<file path="src/rtl/product_accumulator.sv">
// Accumulates a programmed number of 16-bit multiplier products into a wide sum,
// then presents the total and a sticky carry-out on a valid/ready result port.
module product_accumulator #(
  parameter int unsigned ACC_W = 24,
  parameter int unsigned CNT_W = 8
) (
  input  logic             clk,
  input  logic             rst_n,
  input  logic             start,
  input  logic [CNT_W-1:0] len,
  output logic             busy,
  input  logic             prod_valid,
  output logic             prod_ready,
  input  logic [15:0]      product,
  output logic             acc_valid,
  input  logic             acc_ready,
  output logic [ACC_W-1:0] acc_sum,
  output logic             acc_ovf
);

  localparam int unsigned EXT_W = ACC_W + 1;

  typedef enum logic [1:0] {
    IDLE = 2'd0,
    RUN  = 2'd1,
    DONE = 2'd2
  } state_t;

  state_t           state;
  state_t           state_nxt;
  logic [CNT_W-1:0] cnt;
  logic             accept_c;
  logic             load_c;
  logic [EXT_W-1:0] sum_ext_c;

  assign accept_c  = prod_valid & prod_ready;
  assign load_c    = (state == IDLE) & start;
  assign sum_ext_c = {1'b0, acc_sum} + EXT_W'(product);

  // State register; status outputs are registered copies of the next state
  always_ff @(posedge clk or negedge rst_n) begin
    if (!rst_n) begin
      state      <= IDLE;
      busy       <= 1'b0;
      prod_ready <= 1'b0;
      acc_valid  <= 1'b0;
    end else begin
      state      <= state_nxt;
      busy       <= (state_nxt != IDLE);
      prod_ready <= (state_nxt == RUN);
      acc_valid  <= (state_nxt == DONE);
    end
  end

  // Next-state logic
  always_comb begin
    state_nxt = state;
    case (state)
      IDLE: begin
        if (start) begin
          state_nxt = (len == '0) ? DONE : RUN;
        end
      end
      RUN: begin
        if (accept_c && (cnt == CNT_W'(1))) begin
          state_nxt = DONE;
        end
      end
      DONE: begin
        if (acc_ready) begin
          state_nxt = IDLE;
        end
      end
      default: state_nxt = IDLE;
    endcase
  end

  // Accumulator datapath; registers hold whenever no load and no accept
  always_ff @(posedge clk or negedge rst_n) begin
    if (!rst_n) begin
      acc_sum <= '0;
      acc_ovf <= 1'b0;
      cnt     <= '0;
    end else if (load_c) begin
      acc_sum <= '0;
      acc_ovf <= 1'b0;
      cnt     <= len;
    end else if (accept_c) begin
      acc_sum <= sum_ext_c[ACC_W-1:0];
      acc_ovf <= acc_ovf | sum_ext_c[ACC_W];
      cnt     <= cnt - CNT_W'(1);
    end
  end

endmodule

</file>
<file path="config.mk">
export PLATFORM = sky130hd
export DESIGN_NAME = product_accumulator
export DESIGN_NICKNAME = d
export VERILOG_FILES = /design/src/rtl/product_accumulator.sv
export SDC_FILE = /design/constraint.sdc
export NUM_CORES = 1
export LEC_CHECK = 0
export CORE_MARGIN = 3
export CORE_UTILIZATION = 29
export CTS_BUF_LIST = sky130_fd_sc_hd__clkbuf_16
export CTS_CLUSTER_DIAMETER = 30
export DETAILED_ROUTE_END_ITERATION = 16
export PLACE_DENSITY = 0.48
export SYNTH_ARGS = -nofsm -noshare
export SYNTH_HDL_FRONTEND = slang
export SYNTH_SLANG_ARGS = --single-unit
</file>
<file path="constraint.sdc">
create_clock -name clk -period 2.6 [get_ports clk]
set_input_delay 0.39 -clock clk [delete_from_list [all_inputs] [get_ports clk]]
set_output_delay 0.39 -clock clk [all_outputs]
set_load 0.03 [all_outputs]
</file>
==> results.cfg, run 1 <==
[floorplan]
rows = 34
ioPinCount = 57
die_area_um2 = 10200
die_w_um = 101
core_area_um2 = 8760
start_util = 0.300
die_h_um = 101

[global_route]
grt_pass1_vias = 2569
antenna_found_initial = 0
track_usage = 0.149
grt_max_degree = 39
overflow = 0
grt_pass1_wl_mm = 12.2

[routing]
wire_per_inst_um = 14.4
drc = 0
via_count = 2482
vias_per_cell = 4.92
drt_iter0_drc = 61
antenna_left = 0
wirelength_mm = 7.26
first_pass_iters = 4

[yosys]
synth_edf_count = 0
synth_top_area_frac = 0.362
synth_flop_cell = dfrtp_1
async_flop_share = 1.00
synth_area_leader_cell = dfrtp_1
syn_area_um2 = 2630
ys_types = 48
synth_seq_area_share = 0.362
synth.yosys.warnings = 0
syn-num-nets = 359
yosys-top-cells-area = dfrtp_1 36%, ha_1 8.6%, nand2_1 7.3%, a21oi_1 6.3%, nor2_1 4.0%
avgSynthCellArea_um2 = 8.45
synthCells = 311
ys_ff_latch = 38

[timing]
finalCriticalPeriod_ps = 2450
max_freq_mhz = 409
clock_skew_ps = 5.86
relSlewSlack = 0.384
setup_viol = 0
rsz0062_at_grt = no
worst_pin_slew_ps = 924
whs_ps = 246
period_share = 0.941
report.final.hold_viol_count = 0
slew_viol_final = 0

[critical_path]
worstSetupPathType = input pin to flop
worstReg2RegEnd = acc_sum[20]
timing.rr.start = acc_sum[0]
cp_cell_sequence = clkdlybuf4s50_1 > ha_1 > inv_1 > fa_2 > nor2b_4 > o2111ai_2 > a21oi_2 > nor4_2 > nor2_2 > a31oi_1 > a41o_1
critPathMaxStageDelay_ps = 460
start_kind = input pin
reg2reg_depth = 10
worstPathMaxFanout = 6
cp-startpoint = product[0]
endpoint_kind = flop
r2r_slack_ps = 360
cp_slowest_cell = clkdlybuf4s50_1
crit_required_ps = 2770
arrival_ps = 2620

[clock_tree]
clk_pin_slew_ps = 60
cts_tree = yes
cts_hold_buf = 0
cts_buffers = 5
clock_sinks = 38
post_cts_buffers = 0
htree_num_levels = 2
cts_buffer_depth = 2
cts_root_buffer = clkbuf_16
worstSkewPairLatency_ps = 280

[worst_hold_path]
worstHoldPathType = input pin to asynchronous set/reset pin

[run]
drv_cap = 0

[placed_design]
hpwl_mm = 5.41
dpl_cell_area_um2 = 3520
gp_congestion = 0.897
portBuffers = 56

[power_and_ir_drop]
ir_drop_uv = 426
power_density_nw_per_um2 = 1170
power_leakage_nw = 1.59

[final_layout]
antennaDiodeCount = 0
fin_area_um2 = 3710
area_growth_pct = 41.2
drive_gt1_frac = 0.144
nNetsFinal = 443

[outcome]
status = finished, final reports clean
-- per-stage QoR --
| stage | instances | setup WS (ps) | utilization | total power, W | setup TNS (ps) |
|---|---|---|---|---|---|
| finish | 504 | 154 | 0.423 | 0.00435 | 0 |
| global route | 504 | 20.2 | 0.423 | 0.00471 | 0 |
| CTS | 504 | 3.78 | 0.421 | 0.00438 | 0 |
| detailed placement | 496 | -383 | 0.402 | 0.00364 | -2370 |
| global placement | 496 | -313 | 0.402 | 0.00365 | -1740 |
| floorplan | 311 | 91.2 | - | 0.00263 | 0 |
-- worst max path at each step --
stage	end	depth (start not counted)
6_report	acc_sum[20]	11
5_1_grt	acc_sum[14]	11
4_1_cts	acc_sum[14]	11
3_5_place_dp	acc_sum[14]	11
3_3_place_gp	acc_sum[14]	11
2_1_floorplan	acc_sum[14]	10
-- sequential cells by signal, summed over array words and instances (netlist names) --
name / flops
acc_ovf: 1
acc_sum: 24
acc_valid: 1
busy: 1
cnt: 8
prod_ready: 1
state: 2
-- routing by layer --
metal | wire length (um) | GRT usage | vias to the layer above
li1 | - | - | 1282
met3 | 340 | 0.0324 | 9
met2 | 3200 | 0.232 | 47
met4 | 102 | 0.0501 | 0
met1 | 3610 | 0.206 | 1144
met5 | 0 | 0 | -
-- synth_stat cells (all sizes together) (4+ instances only) --
master / number
a21oi: 33
xnor2: 10
and3: 5
nor4: 5
dfrtp: 38
nand3: 10
xor2: 11
buf: 5
nand4: 5
clkbuf: 8
nor2b: 4
a21o: 4
o211ai: 5
nand2: 51
o21ai: 19
nor3: 5
a31oi: 4
o21a: 5
nor2: 29
a211oi: 4
inv: 7
ha: 18
-- cell families (layout without fill, tap and decap cells) --
logic type	after synthesis	after routing	share of synthesized area
muxes	3	3	0.0119
and+or+nand+nor	125	125	0.226
buffers and inverters	20	105	0.0305
AOI/OAI and AO/OA	85	85	0.207
DFF	38	38	0.362
xor gates and xnor gates	21	21	0.0700
adders and majority gates	19	19	0.0933
-- area by class of cell --
cell class	instances	area, um2
tap	108	135
clock inverter	3	41.3
sequential	38	951
fill	896	5050
inverter	7	26.3
clock buffer	5	125
timing repair buffer	90	811
multi-input combinational	253	1620
-- worst max-delay path: cells and delay by family --
family | cells | cell delay [ps]
compound gates | 4 | 710
fa+ha+maj | 2 | 520
buf+inv | 2 | 520
simple gates | 3 | 460
-- placed cells by master, fill, tap and decap left out, types with 3 or more instances in the layout --
master / synthesis / final
dfrtp_1: 38 / 38
nor2b_1: 4 / 3
buf_4: 0 / 34
a211oi_1: 4 / 4
xor2_1: 11 / 11
nand2_1: 51 / 51
nor2_1: 28 / 28
or3_1: 3 / 3
nor3_1: 5 / 5
o21ai_0: 18 / 18
inv_1: 7 / 8
o21a_1: 5 / 5
clkdlybuf4s50_1: 0 / 55
xnor2_1: 10 / 10
ha_1: 18 / 18
a31oi_1: 4 / 4
nand4_1: 5 / 5
clkbuf_16: 0 / 5
o211ai_1: 4 / 4
nand3_1: 8 / 8
nor4_1: 4 / 4
and3_1: 5 / 5
a21o_1: 4 / 4
a21oi_1: 33 / 32
-- what timing repair did --
| item | 4_1_cts | 5_1_grt |
|---|---|---|
| endpoints found under the setup margin | 3 | 6 |
| resized for setup | 1 | 5 |
| pin swaps | 1 | 3 |
-- where the power goes --
group / internal, W / leakage, nW / switching (W)
registers: 0.000824 / 0.492 / 0.000210
logic: 0.00119 / 1.01 / 0.00143
clock network: 0.000449 / 0.0812 / 0.000252
Power figures use the tool's default switching activity.
==> run 2: changes to the inputs <==
- CAP_MARGIN: default -> 20
- CTS_CLUSTER_SIZE: default -> 10
==> results of run 2 <==
No change in the layout: final DEF, timing and power equal those of run 1.
==> run 3: changes to the inputs <==
- CORE_MARGIN: 3 -> default
- CTS_BUF_LIST: sky130_fd_sc_hd__clkbuf_16 -> sky130_fd_sc_hd__clkbuf_8
==> run 3 against run 2 <==
Core utilization down 0.33 points. Die area decreased by 7.8%. Count of clock-buffer cells in the layout increased by 1. Largest power group unchanged. Combinational power is essentially flat. Critical path type unchanged.
==> results.cfg, run 3 (same netlist as run 1, synthesis figures left out) <==
[outcome]
status = finished, final reports clean

[routing]
drt_iter0_drc = 128
drc = 0
via_count = 2520
first_pass_iters = 4
antenna_left = 0
wire_per_inst_um = 14.3
wirelength_mm = 7.20
vias_per_cell = 5.00

[timing]
finalCriticalPeriod_ps = 2440
fin_ws_ps = 163
report.final.hold_viol_count = 0
relSlewSlack = 0.380
max_freq_mhz = 410
slew_viol_final = 0
clock_skew_ps = 5.03
whs_ps = 227
worst_pin_slew_ps = 930
period_share = 0.937
setup_viol = 0
rsz0062_at_grt = no

[final_layout]
largest-register = acc_sum
layout_common_cells = 55 x clkdlybuf4s50_1, 51 x nand2_1, 38 x dfrtp_1
nFillCells = 872
antennaDiodeCount = 0
area_growth_pct = 40.1
fin_area_um2 = 3680
final_common_cell = clkdlybuf4s50_1
drive_gt1_frac = 0.146
nNetsFinal = 443
multi_input_area_um2 = 1620
largest_reg_flops = 24
regArea_um2 = 951
reg_top3 = acc_sum x24, cnt x8, state x2

[critical_path]
worstReg2RegEnd = acc_sum[14]
r2r_slack_ps = 320
arrival_ps = 2660
start_kind = input pin
path_delay_family = buffers and inverters
timing.rr.start = acc_sum[0]
worst-path-stages = 11
crit_required_ps = 2820
cp_slowest_cell = clkdlybuf4s50_1
endpoint_kind = flop
crit_buf_inv = 2
reg2reg_depth = 10
worstPathMaxFanout = 3
critPathMostFrequentCell = nor3b_2
critPathMaxStageDelay_ps = 460
cp_cell_sequence = clkdlybuf4s50_1 > ha_1 > inv_1 > fa_2 > nor2b_2 > o2111ai_2 > a21oi_2 > nor3b_2 > nor3b_2 > mux2_2 > o211ai_1
worstSetupPathType = input pin to flop

[placed_design]
dpl_cell_area_um2 = 3520
gp_congestion = 0.841
portBuffers = 56
pre_cts_ws_ps = -366
hpwl_mm = 5.21

[clock_tree]
post_cts_buffers = 0
cts_buffer_depth = 2
cts_hold_buf = 0
worstSkewPairLatency_ps = 300
clk_pin_slew_ps = 90
cts_tree = yes
htree_num_levels = 2
cts_buffers = 5
cts_root_buffer = clkbuf_8
clock_sinks = 38

[floorplan]
start_util = 0.300
ioPinCount = 57
core_area_um2 = 8760
rows = 34
die_w_um = 97.2
die_h_um = 97.2
die_area_um2 = 9440

[global_route]
overflow = 0
antenna_found_initial = 0
grt_max_degree = 39
grt_pass1_wl_mm = 12.5
track_usage = 0.162
grt_pass1_vias = 2583

[worst_hold_path]
worstHoldPathType = input pin to asynchronous set/reset pin

[power_and_ir_drop]
power_leakage_nw = 1.57
power_density_nw_per_um2 = 1170
ir_drop_uv = 456

[run]
drv_cap = 0
-- run 3: area by class of cell --
cell class	instances	share of cell area
Clock buffer	6	0.0224
Clock inverter	2	0.0163
Inverter	7	0.00714
Multi-Input combinational cell	253	0.439
Sequential cell	38	0.258
Tap cell	108	0.0367
Timing Repair Buffer	90	0.220
-- run 3: timing repair --
action,4_1_cts,5_1_grt
endpoints found under the hold margin,0,0
pin swaps,0,2
resized for setup,1,4
endpoints found under the setup margin,1,5
-- run 3: report_power, final --
group | switching, W | internal, W | leakage [nW]
clock | 0.000241 | 0.000410 | 0.0714
sequential | 0.000207 | 0.000822 | 0.492
combinational | 0.00143 | 0.00119 | 1.01
-- run 3: through the flow --
stage | util | power [W] | setup TNS [ps] | std cells
2_1_floorplan | - | 0.00263 | 0 | 311
3_3_place_gp | 0.402 | 0.00364 | -1740 | 496
3_5_place_dp | 0.402 | 0.00364 | -2200 | 496
4_1_cts | 0.418 | 0.00431 | 0 | 504
5_1_grt | 0.420 | 0.00466 | 0 | 504
6_report | 0.420 | 0.00430 | 0 | 504
-- run 3: worst max-delay path by stage --
stage,from,to,slack [ps]
2_1_floorplan,acc_sum[0],acc_sum[14],90
3_3_place_gp,product[0],acc_sum[14],-310
3_5_place_dp,product[0],acc_sum[14],-370
4_1_cts,product[0],acc_sum[14],30
5_1_grt,product[0],acc_sum[14],40
6_report,product[0],acc_sum[14],160
-- run 3: metal layers --
| layer | wire, um | share of wire | GRT usage |
|---|---|---|---|
| met5 | 0 | 0 | 0 |
| met4 | 74 | 0.010 | 0.0413 |
| met3 | 309 | 0.043 | 0.0317 |
| met2 | 3220 | 0.45 | 0.253 |
| met1 | 3600 | 0.50 | 0.228 |
